[config.mk]
export PLATFORM = sky130hd
export DESIGN_NAME = sccb_cfg_ctrl
export DESIGN_NICKNAME = d
export VERILOG_FILES = /design/src/rtl/sccb_pkg.sv /design/src/rtl/sccb_cfg_table.sv /design/src/rtl/sccb_cfg_ctrl.sv
export SDC_FILE = /design/constraint.sdc
export NUM_CORES = 1
export LEC_CHECK = 0
export ABC_CLOCK_PERIOD_IN_PS = 2430
export CORE_ASPECT_RATIO = 0.8
export CORE_MARGIN = 4
export CORE_UTILIZATION = 25
export DETAILED_ROUTE_END_ITERATION = 8
export GPL_TIMING_DRIVEN = 0
export PLACE_DENSITY = 0.42
export SLEW_MARGIN = 20
export SYNTH_ARGS = -nofsm -noshare
export SYNTH_HDL_FRONTEND = slang
export SYNTH_SLANG_ARGS = --single-unit
[constraint.sdc]
create_clock -name clk -period 2.43 [get_ports clk]
set_input_delay 0.729 -clock clk [delete_from_list [all_inputs] [get_ports clk]]
set_output_delay 0.729 -clock clk [all_outputs]
set_load 0.02 [all_outputs]
[src/rtl/sccb_pkg.sv]
// Shared definitions for the SCCB power-up configuration sequencer:
// FSM state encoding, table entry layout and SCCB constants.
package sccb_pkg;

  localparam int unsigned ENTRY_W    = 17;
  localparam logic [7:0]  DLY_MARK   = 8'hFF;
  localparam logic [7:0]  SCCB_WR_ID = 8'h42;
  localparam logic [7:0]  SCCB_RD_ID = 8'h43;

  typedef enum logic [3:0] {
    ST_IDLE,
    ST_PWR_DLY,
    ST_FETCH,
    ST_WR_REQ,
    ST_WR_WAIT,
    ST_RD_REQ,
    ST_RD_WAIT,
    ST_DLY,
    ST_NEXT,
    ST_DONE
  } cfg_state_e;

  typedef struct packed {
    logic       vfy;
    logic [7:0] addr;
    logic [7:0] data;
  } cfg_entry_t;

  function automatic logic [ENTRY_W-1:0] cfg_entry(input logic vfy,
                                                   input logic [7:0] addr,
                                                   input logic [7:0] data);
    return {vfy, addr, data};
  endfunction

endpackage

[src/rtl/sccb_cfg_table.sv]
// Register table ROM for the camera power-up sequence.
// Unlisted indices read back as a zero-length delay entry.
module sccb_cfg_table
  import sccb_pkg::*;
(
  input  logic [7:0]         idx,
  output logic [ENTRY_W-1:0] entry
);

  always_comb begin
    entry = cfg_entry(1'b0, DLY_MARK, 8'h00);
    case (idx)
      8'd0:  entry = cfg_entry(1'b0, 8'h12, 8'h80);   // COM7 soft reset
      8'd1:  entry = cfg_entry(1'b0, DLY_MARK, 8'd2); // settle after soft reset
      8'd2:  entry = cfg_entry(1'b1, 8'h3A, 8'h04);
      8'd3:  entry = cfg_entry(1'b0, 8'h40, 8'hD0);
      8'd4:  entry = cfg_entry(1'b1, 8'h8C, 8'h00);
      8'd5:  entry = cfg_entry(1'b0, 8'h11, 8'h01);
      8'd6:  entry = cfg_entry(1'b0, 8'h0C, 8'h00);
      8'd7:  entry = cfg_entry(1'b0, 8'h3E, 8'h00);
      8'd8:  entry = cfg_entry(1'b0, 8'h70, 8'h3A);
      8'd9:  entry = cfg_entry(1'b0, 8'h71, 8'h35);
      8'd10: entry = cfg_entry(1'b0, 8'h72, 8'h11);
      8'd11: entry = cfg_entry(1'b0, 8'h73, 8'hF0);
      8'd12: entry = cfg_entry(1'b0, 8'hA2, 8'h02);
      8'd13: entry = cfg_entry(1'b1, 8'h15, 8'h00);
      default: ;
    endcase
  end

endmodule

[src/rtl/sccb_cfg_ctrl.sv]
// Power-up configuration sequencer: walks sccb_cfg_table, writes each entry
// through the SCCB master handshake, optionally verifies by read-back.
module sccb_cfg_ctrl
  import sccb_pkg::*;
#(
  parameter int unsigned REG_NUM    = 165,
  parameter int unsigned MS_CYC     = 25000,
  parameter int unsigned PWR_MS     = 20,
  parameter int unsigned MAX_RETRY  = 3,
  parameter int unsigned AUTO_START = 1
) (
  input  logic       clk,
  input  logic       rst_n,
  input  logic       start,
  input  logic       rdy,
  input  logic [7:0] rdata,
  input  logic       rdata_vld,
  output logic       ren,
  output logic       wen,
  output logic [7:0] sub_addr,
  output logic [7:0] wdata,
  output logic       cfg_busy,
  output logic       cfg_done,
  output logic       cfg_err,
  output logic [7:0] err_idx
);

  localparam int unsigned  CYC_W      = (MS_CYC > 1) ? $clog2(MS_CYC) : 1;
  localparam logic [CYC_W-1:0] CYC_LAST = CYC_W'(MS_CYC - 1);
  localparam logic [7:0]   IDX_LAST   = 8'(REG_NUM - 1);
  localparam logic [7:0]   PWR_TGT    = 8'(PWR_MS);
  localparam logic [1:0]   RETRY_LAST = 2'(MAX_RETRY - 1);

  cfg_state_e state, state_nxt;

  logic [ENTRY_W-1:0] entry_raw;
  cfg_entry_t         entry_s;
  logic [CYC_W-1:0]   cyc_cnt;
  logic [7:0]         ms_cnt;
  logic [7:0]         ms_tgt;
  logic [7:0]         idx;
  logic [1:0]         retry;
  logic               vfy;
  logic               auto_go;
  logic               go;
  logic               dly_exp;
  logic               rd_match;

  sccb_cfg_table u_table (
    .idx   (idx),
    .entry (entry_raw)
  );

  assign entry_s  = cfg_entry_t'(entry_raw);
  assign go       = start | auto_go;
  assign ms_tgt   = (state == ST_PWR_DLY) ? PWR_TGT : wdata;
  assign dly_exp  = (ms_cnt == ms_tgt);
  assign rd_match = (rdata == wdata);
  assign cfg_busy = (state != ST_IDLE) && (state != ST_DONE);

  always_ff @(posedge clk or negedge rst_n) begin
    if (!rst_n) state <= ST_IDLE;
    else        state <= state_nxt;
  end

  always_comb begin
    state_nxt = state;
    case (state)
      ST_IDLE:    if (go) state_nxt = ST_PWR_DLY;
      ST_PWR_DLY: if (dly_exp) state_nxt = ST_FETCH;
      ST_FETCH:   state_nxt = (entry_s.addr == DLY_MARK) ? ST_DLY : ST_WR_REQ;
      ST_WR_REQ:  if (rdy) state_nxt = ST_WR_WAIT;
      // wen is registered, so the master's busy indication lags by a cycle
      ST_WR_WAIT: if (!wen && rdy) state_nxt = vfy ? ST_RD_REQ : ST_NEXT;
      ST_RD_REQ:  if (rdy) state_nxt = ST_RD_WAIT;
      ST_RD_WAIT: begin
        if (rdata_vld) begin
          if (!rd_match && (retry < RETRY_LAST)) state_nxt = ST_WR_REQ;
          else                                   state_nxt = ST_NEXT;
        end
      end
      ST_DLY:     if (dly_exp) state_nxt = ST_NEXT;
      ST_NEXT:    state_nxt = (idx == IDX_LAST) ? ST_DONE : ST_FETCH;
      ST_DONE:    state_nxt = ST_IDLE;
      default:    state_nxt = ST_IDLE;
    endcase
  end

  always_ff @(posedge clk or negedge rst_n) begin
    if (!rst_n) begin
      wen      <= 1'b0;
      ren      <= 1'b0;
      sub_addr <= '0;
      wdata    <= '0;
      vfy      <= 1'b0;
      cfg_done <= 1'b0;
      cfg_err  <= 1'b0;
      err_idx  <= '0;
      idx      <= '0;
      retry    <= '0;
      auto_go  <= (AUTO_START != 0);
      cyc_cnt  <= '0;
      ms_cnt   <= '0;
    end else begin
      wen <= (state == ST_WR_REQ) && rdy;
      ren <= (state == ST_RD_REQ) && rdy;
      if (state == ST_IDLE) auto_go <= 1'b0;

      case (state)
        ST_IDLE: begin
          if (go) begin
            cfg_done <= 1'b0;
            cfg_err  <= 1'b0;
            err_idx  <= '0;
            idx      <= '0;
            retry    <= '0;
          end
        end
        ST_FETCH: begin
          sub_addr <= entry_s.addr;
          wdata    <= entry_s.data;
          vfy      <= entry_s.vfy;
        end
        ST_RD_WAIT: begin
          if (rdata_vld && !rd_match) begin
            if (retry < RETRY_LAST) begin
              retry <= retry + 2'd1;
            end else begin
              cfg_err <= 1'b1;
              if (!cfg_err) err_idx <= idx;
            end
          end
        end
        ST_NEXT: begin
          retry <= '0;
          if (idx == IDX_LAST) cfg_done <= 1'b1;
          else                 idx      <= idx + 8'd1;
        end
        default: ;
      endcase

      // ms timebase runs only in the two delay states and stops at the target
      if ((state == ST_PWR_DLY || state == ST_DLY) && !dly_exp) begin
        if (cyc_cnt == CYC_LAST) begin
          cyc_cnt <= '0;
          if (ms_cnt != 8'hFF) ms_cnt <= ms_cnt + 8'd1;
        end else begin
          cyc_cnt <= cyc_cnt + 1'b1;
        end
      end else begin
        cyc_cnt <= '0;
        ms_cnt  <= '0;
      end
    end
  end

endmodule

Word level (Yosys, flattened, before mapping)
Index checks and enable logic that the tools add are counted.
Operators by class
  eq/ne operators: 43
  reductions and logical operators: 24
  add/sub/neg operators: 4
  bitwise gates (word level): 1
  mux-type cells: 36
  magnitude comparators: 1
Operators with widths (count)
  $pmux 17 s14: 1
  $mux 8: 9
  $eq 8x4->1 const B: 6
  $mux 4: 10
  $pmux 4 s9: 1
  $eq 8x3->1 const B: 4
  $pmux 8 s2: 2
  $mux 15: 2
  $ne 2x2->1 const B: 13
  $add 8x1->8 const B: 2
  $eq 4x3->1 const B: 4
  $eq 8x2->1 const B: 2
  $eq 8x8->1: 2
  $eq 8x8->1 const B: 2
  $add 15x1->15 const B: 1
  $eq 15x15->1 const B: 1
  $eq 4x2->1 const B: 2
  $eq 8x1->1 const B: 1
  $logic_not 8->1: 1
  $ne 8x8->1 const B: 1
  $reduce_and 4->1: 2
  $logic_and 1x1->1: 7
  $reduce_and 7->1: 1
  $mux 2: 3
  20 further kinds: 29
Word-level totals
  register bits after elaboration: 67
  output and inout port bits: 29
  bits of input ports: 13
  logic and storage cells: 123

Longest topological paths before layout
Gate-level depths: netlist of run 1.
  depth after elaboration: 7
  gate-level depth with buffers: 10
  depth with buffers taken out: 9

By module
A second synthesis of run 1 with hierarchy kept.
Second synthesis, totals
  cells, all modules: 412
  area total of the unflattened synthesis: 3888.7 sq um
By module, submodules not included
  sccb_cfg_ctrl: seq. area each 1677.9 sq um, instances 1, area an instance 3498.4 sq um, cells each 350
  sccb_cfg_table: seq. area each 0.0 sq um, instances 1, area an instance 390.4 sq um, cells each 62

Least setup slack after synthesis of run 1
OpenSTA, ideal clock, no wires.
  path kind: register to register
  start point: register idx[5]
  end point: register state[2]
  path slack: 0.308 ns
  path buffers: 1
  cell stages (with the launch flop): 7
  setup time: 0.126 ns
  arrival: 1.996 ns
  required time: 2.304 ns
  period minus slack after synthesis: 2.122 ns
  path through: dfrtp_1 -> buf_2 -> nor4_2 -> o21ai_1 -> a221oi_1 -> a21oi_1 -> a221o_1
On the way
  cells in the longest elaborated chain, start to end: 5
  elaborated cells between the ends (all ways): 18
  those cells by class: eq/ne (14); mux (3); reduce/logical (1)
Ends and longest elaborated chain
  start: declaration: line sccb_cfg_ctrl.sv:41  | logic [7:0] idx;
  start signal: assignment: line sccb_cfg_ctrl.sv:137  | else idx <= idx + 8'd1;
  $eq 8x4->1, or another cell as far along: line sccb_cfg_table.sv:12  | case (idx)
  $pmux 17 s14 (*): line sccb_cfg_table.sv:12
  $eq 8x8->1 (*): line sccb_cfg_ctrl.sv:71  | ST_FETCH: state_nxt = (entry_s.addr == DLY_MARK) ? ST_DLY : ST_WR_REQ;
  $mux 3 (*): line sccb_cfg_ctrl.sv:71
  $pmux 4 s9 (*): line sccb_cfg_ctrl.sv:68  | case (state)
  end signal: assignment: line sccb_cfg_ctrl.sv:63  | else state <= state_nxt;
  end: declaration: line sccb_cfg_ctrl.sv:34  | cfg_state_e state, state_nxt;
Every way passes the cells marked *; elsewhere a longest branch is shown, timed or not.
A chain may end at the register's enable or synchronous reset.

Worst setup path after layout of run 1
  start point: register state[0]
  end point: output port cfg_busy
On the way
  cells in the longest elaborated chain, start to end: 2
  elaborated cells between the ends (all ways): 3
  those cells by class: eq/ne (1); reduce/logical (2)
Ends and longest elaborated chain
  $ne 4x4->1 or $reduce_bool 4->1 (tied branches): line sccb_cfg_ctrl.sv:59  | assign cfg_busy = (state != ST_IDLE) && (state != ST_DONE);
  $logic_and 1x1->1 (*): line sccb_cfg_ctrl.sv:59
  end: declaration: line sccb_cfg_ctrl.sv:22  | output logic cfg_busy,
Marks and branches as above.

==> flow_summary.toml, run 1 <==
[layout]
num-nets-final = 498
final_area_um2 = 4835
multiInputGateArea_um2 = 2021
n_antenna_cell = 0
final_cells = 668
final_util = 0.3325
drive_gt1_frac = 0.09504
area_growth_pct = 27.74
n_fill_cell = 1513
final-seq-area_um2 = 1680

[yosys]
synth_area_leader_cell = "dfrtp_1"
synth_top_area_frac = 0.4364
yosys.cell_types.count = 55
synthFlopType = "dfrtp_1"
post-synth-top-count-cell = "dfrtp_1"
yosys_warnings = 0
syn_inst = 424
yosys-top-cells-count = "dfrtp_1, nor2_1, nand2_1, xnor2_1, o21ai_0"
ys_top_cells_by_area = "dfrtp_1, nor2_1, xnor2_1"
syn_avg_cell_area_um2 = 8.927
synth_edf_count = 0
syn_nets = 443
netlist_area_um2 = 3785
ys_ff_latch = 67
async_flop_share = 1.000
seq_area_frac_synth = 0.4433

[power]
p_int_mw = 2.946
ir_drop_mv = 0.3455
combinationalPowerShare = 0.399
switchingPower_mw = 1.866
p_leak_nw = 1.928
clkPwrFrac = 0.292
power_density_nw_per_um2 = 995.3
p_seq_frac = 0.310
total_power_mw = 4.812
p_sw_frac = 0.3879

[drt]
drtAntennaViolNets = 0
routedLengthMet1_um = 5371
dr.first_iter.drc_count = 246
vias_per_cell = 4.876
first_pass_iters = 5
num_vias = 3257
drt-total-wl_um = 10340
top_layer = "met4"
met3_length_um = 408
wl_met2_um = 4453
routedWlPerCell_um = 15.49
drc = 0

[global_route]
antenna_found_initial = 0
track_usage = 0.1245
grt_max_degree = 45
grt_pass1_wl_um = 17280
overflow = 0
grt_pass1_vias = 3114

[placement]
placed_area_um2 = 4451
placedCellCount = 650
gp_congestion = 0.8311
place_ws_ns = -0.3627
dp_hpwl_um = 7488
port_buffers = 41

[setup_path]
r2r_start = "idx[1]"
crit_type = "flip-flop to output pin"
crit_fanout = 10
cp-startpoint = "state[0]"
cp-end-kind = "output pin"
cp.arrival_ns = 1.61
cp.required_ns = 1.70
crit_path_start_kind = "flip-flop"

[cts]
postCtsHoldBufs = 0
htree_levels = 3
clk_pin_slew_worst_paths_ns = 0.06
cts_tree = "built"
numCtsBuffers = 9
worstSkewPairLatency_ns = 0.34
clk_path_buf_depth = 2
root_buffer = "clkbuf_16"
clock_sinks = 67

[timing]
fin_skew_ns = 0.008781
hold_viol_final = 0
drv_slew = 0
tightest_slew_ns = 0.7174
setup-violations-final = 0
period_minus_slack_ns = 2.342
finalWorstSetupSlack_ns = 0.08793
fmaxAchievable_mhz = 427.0
slew_headroom = 0.5178
period_share = 0.9638
tns_ns = 0
whs_ns = 0.2964
rsz0062_at_grt = "no"

[die]
num_rows = 39
dieArea_um2 = 17180
io_pins = 42
core_area_um2 = 14540
die_y_um = 118.1
start_util = 0.2603
fp.dieW_um = 145.6

[worst_hold_path]
hold_class = "input port to async pin"

[job]
maxCapViolCount = 0

[run_status]
status = "finished, final reports clean"
==> timing repair <==
action	4_1_cts	5_1_grt
pin swaps	1	2
resized for setup	10	8
setup endpoints to repair	33	38
gates cloned	0	0
buffers inserted	0	3
==> power groups by stage <==
| stage | registers (mW) | logic [mW] | clock network, mW |
|---|---|---|---|
| global route | 1.52 | 2.14 | 1.48 |
| finish | 1.49 | 1.92 | 1.40 |
| detailed placement | 1.50 | 1.86 | 0 |
| CTS | 1.49 | 1.89 | 1.44 |
| floorplan | 1.55 | 1.15 | 0 |
| global placement | 1.50 | 1.87 | 0 |
==> logic make-up (layout without fill, tap and decap cells) <==
logic type                 after synthesis  in the layout  synth area share
AOI/OAI and AO/OA                       95             95            0.1689
xor gates and xnor gates                36             36           0.08331
adders and majority gates                6              6           0.01983
buffers and inverters                   31             91           0.03504
DFF                                     67             67            0.4433
muxes                                    1              1          0.002975
and+or+nand+nor                        188            188            0.2466
==> placed cells by master, fill, tap and decap left out, types with 3 or more instances in the layout <==
cell type,synthesis,layout
nor3_1,11,10
nand3_1,17,17
and4b_1,3,3
o21a_1,3,3
a31oi_1,12,12
nand2_1,44,44
ha_1,6,6
o22ai_1,4,4
or2_2,4,4
or3_1,5,5
xor2_1,14,14
a21oi_1,18,16
nor2_1,65,65
o21ai_0,21,21
a22o_1,10,10
clkdlybuf4s50_1,0,39
nand4_1,6,6
nor4bb_1,4,4
buf_4,0,4
nor2b_1,4,4
nand2b_1,5,5
and3_1,6,6
clkbuf_16,0,9
o311ai_0,4,4
xnor2_1,22,22
dfrtp_1,66,64
clkbuf_2,0,4
a21o_1,3,3
nand3b_1,3,3
inv_1,12,12
o31ai_1,3,3
clkbuf_1,14,10
==> critical path, cell delays in order, from the launching register on <==
cell             delay (ns)
dfrtp_2                0.46
clkbuf_2               0.21
nand2b_1               0.19
nand3_1                0.11
clkdlybuf4s15_1        0.31
==> worst paths after layout <==
path                               to  slack, ns  depth (start not counted)
max reg2reg                  wdata[2]       0.15                         10
max                          cfg_busy       0.09                          4
min reg2reg                cyc_cnt[0]       0.46                          1
min                            idx[5]       0.30                          1
min in group clk           cyc_cnt[0]       0.46                          1
max in group asynchronous     auto_go       1.53                          2
==> routing by layer <==
| layer | track usage | up-vias |
|---|---|---|
| met5 | 0 | - |
| met2 | 0.1765 | 67 |
| li1 | - | 1608 |
| met3 | 0.02964 | 7 |
| met1 | 0.1857 | 1575 |
| met4 | 0.03737 | 0 |
==> flip-flops by register name, indices dropped and copies added, names as in the netlist, 2 cells and up <==
name      flops
retry         2
idx           8
wdata         8
cyc_cnt      15
ms_cnt        8
err_idx       8
sub_addr      8
state         4
==> cell type report <==
| cell class | instances | share of cell area |
|---|---|---|
| inverters | 12 | 0.009317 |
| plain buffers | 18 | 0.01863 |
| flip-flops and latches | 67 | 0.3476 |
| well taps | 184 | 0.04762 |
| clock buffers | 11 | 0.04814 |
| repair buffers | 45 | 0.09472 |
| multi-input cells | 326 | 0.4180 |
| clock inverters | 5 | 0.01605 |
Power figures use the tool's default switching activity.
==> run 2, diff against run 1 <==
--- a/config.mk
+++ b/config.mk
@@ -6,12 +6,15 @@
 export NUM_CORES = 1
 export LEC_CHECK = 0
 export ABC_CLOCK_PERIOD_IN_PS = 2430
+export CELL_PAD_IN_SITES_DETAIL_PLACEMENT = 0
+export CELL_PAD_IN_SITES_GLOBAL_PLACEMENT = 1
 export CORE_ASPECT_RATIO = 0.8
 export CORE_MARGIN = 4
 export CORE_UTILIZATION = 25
+export CTS_CLUSTER_SIZE = 10
 export DETAILED_ROUTE_END_ITERATION = 8
 export GPL_TIMING_DRIVEN = 0
-export PLACE_DENSITY = 0.42
+export PLACE_DENSITY = 0.51
 export SLEW_MARGIN = 20
 export SYNTH_ARGS = -nofsm -noshare
 export SYNTH_HDL_FRONTEND = slang
==> run 2 against run 1 <==
Register-to-register slack improved by 0.03 ns. Clock power decreased by 7%. Combinational power about the same. Sequential share of layout area decreased by 0.21 points. Die area unchanged. Routed wire length increased by 2.7%. Core utilization increased by 0.21 points. Largest cell class unchanged. Largest power group unchanged. Highest routed layer unchanged.
==> flow_summary.toml, run 2 (same netlist as run 1, synthesis figures left out) <==
[layout]
final_util = 0.3345
num-nets-final = 501
area_growth_pct = 28.53
final-seq-area_um2 = 1680
largest_register_ffs = 15
regMostFlops = "cyc_cnt"
multiInputGateArea_um2 = 2042
final_cell_mix = "nor2_1, dfrtp_1, nand2_1"
n_antenna_cell = 0
n_fill_cell = 1539
final_common_cell = "nor2_1"
drive_gt1_frac = 0.1027

[setup_path]
crit_path_start_kind = "flip-flop"
cp.arrival_ns = 1.60
cp.required_ns = 1.70
reg2reg_slack_ns = 0.18
cp-end-kind = "output pin"
crit_fanout = 10
crit_type = "flip-flop to output pin"

[drt]
first_pass_iters = 4
routedLengthMet1_um = 5725
drc = 0
met3_length_um = 396
top_layer = "met4"
vias_per_cell = 4.854
drtAntennaViolNets = 0
drt-total-wl_um = 10620
wl_met2_um = 4433
routedWlPerCell_um = 15.83
dr.first_iter.drc_count = 226
num_vias = 3257

[die]
die_y_um = 118.1
dieArea_um2 = 17180
num_rows = 39
io_pins = 42
start_util = 0.2603
fp.dieW_um = 145.6
core_area_um2 = 14540

[power]
p_leak_nw = 1.929
power_density_nw_per_um2 = 973.7
ir_drop_mv = 0.3825

[worst_hold_path]
hold_class = "input port to async pin"

[timing]
slew_headroom = 0.4563
tightest_slew_ns = 0.8087
fmaxAchievable_mhz = 430.2
tns_ns = 0
hold_viol_final = 0
period_minus_slack_ns = 2.324
rsz0062_at_grt = "yes"
drv_slew = 0
fin_skew_ns = 0.006960
setup-violations-final = 0
period_share = 0.9565

[cts]
htree_levels = 3
clock_sinks = 67
clk_pin_slew_worst_paths_ns = 0.06
root_buffer = "clkbuf_16"
clk_path_buf_depth = 2
worstSkewPairLatency_ns = 0.34
numCtsBuffers = 9
postCtsHoldBufs = 0
cts_tree = "built"

[placement]
dp_hpwl_um = 7744
gp_congestion = 0.8352
port_buffers = 41

[run_status]
status = "finished, final reports clean"

[global_route]
grt_pass1_vias = 3239
overflow = 0
grt_pass1_wl_um = 18420
track_usage = 0.1339
grt_max_degree = 44
antenna_found_initial = 0

[job]
maxCapViolCount = 0
## run 2: cell count changes in the layout (fill, tap and decap cells not counted), sizes merged
cell | previous run | this run
buf | 11 | 16
clkbuf | 23 | 20
clkinvlp | 1 | 3
bufinv | 2 | 1
clkdlybuf4s15 | 1 | 0
dlygate4sd2 | 0 | 1
## run 2: path summary, 6_finish.rpt
path                       cells after the start       start          to
setup reg to reg                              10      idx[1]    wdata[2]
max in group asynchronous                      2       rst_n     auto_go
setup / recovery                               4    state[0]    cfg_busy
hold reg to reg                                1  cyc_cnt[0]  cyc_cnt[0]
min in group clk                               1  cyc_cnt[0]  cyc_cnt[0]
hold / removal                                 1       rst_n    state[3]
## run 2: report_power, final
| part | switching [mW] | internal [mW] |
|---|---|---|
| logic | 1.16 | 0.785 |
| clock network | 0.509 | 0.794 |
| registers | 0.205 | 1.29 |
## run 2: timing repair
| item | CTS | global route |
|---|---|---|
| pin swaps | 1 | 2 |
| endpoints found under the setup margin | 28 | 37 |
| buffers inserted | 0 | 6 |
| resized for setup | 10 | 12 |
## run 2: final cells by class
cell class | count | area share
Buffer | 18 | 0.01903
Clock buffer | 10 | 0.04707
Clock inverter | 6 | 0.01363
Inverter | 12 | 0.009259
Multi-Input combinational cell | 326 | 0.4198
Sequential cell | 67 | 0.3454
Tap cell | 184 | 0.04733
Timing Repair Buffer | 48 | 0.09851
## run 2: per-stage QoR
step | power (mW) | instance area (µm²) | std cells | worst slack [ns] | hold WS, ns
2_1_floorplan | 2.699 | 3785 | 424 | 0.3082 | 0.4297
3_3_place_gp | 3.383 | 4425 | 649 | -1.945 | 0.4445
3_5_place_dp | 3.377 | 4457 | 650 | -0.2095 | 0.4602
4_1_cts | 4.760 | 4783 | 666 | 0.008121 | 0.3021
5_1_grt | 5.131 | 4865 | 671 | -0.01329 | 0.3231
6_report | 4.737 | 4865 | 671 | 0.1057 | 0.3085
## run 2: critical path, stage by stage, from the launching register on
cell and delay [ns]:
dfrtp_2 0.46, buf_2 0.20, nand2b_1 0.17, nand3_1 0.10
dlygate4sd2_1 0.34
## run 2: routing by layer
| layer | vias to the layer above | track usage |
|---|---|---|
| li1 | 1630 | - |
| met1 | 1564 | 0.1997 |
| met2 | 59 | 0.1847 |
| met3 | 4 | 0.04157 |
| met4 | 0 | 0.03559 |
| met5 | - | 0 |
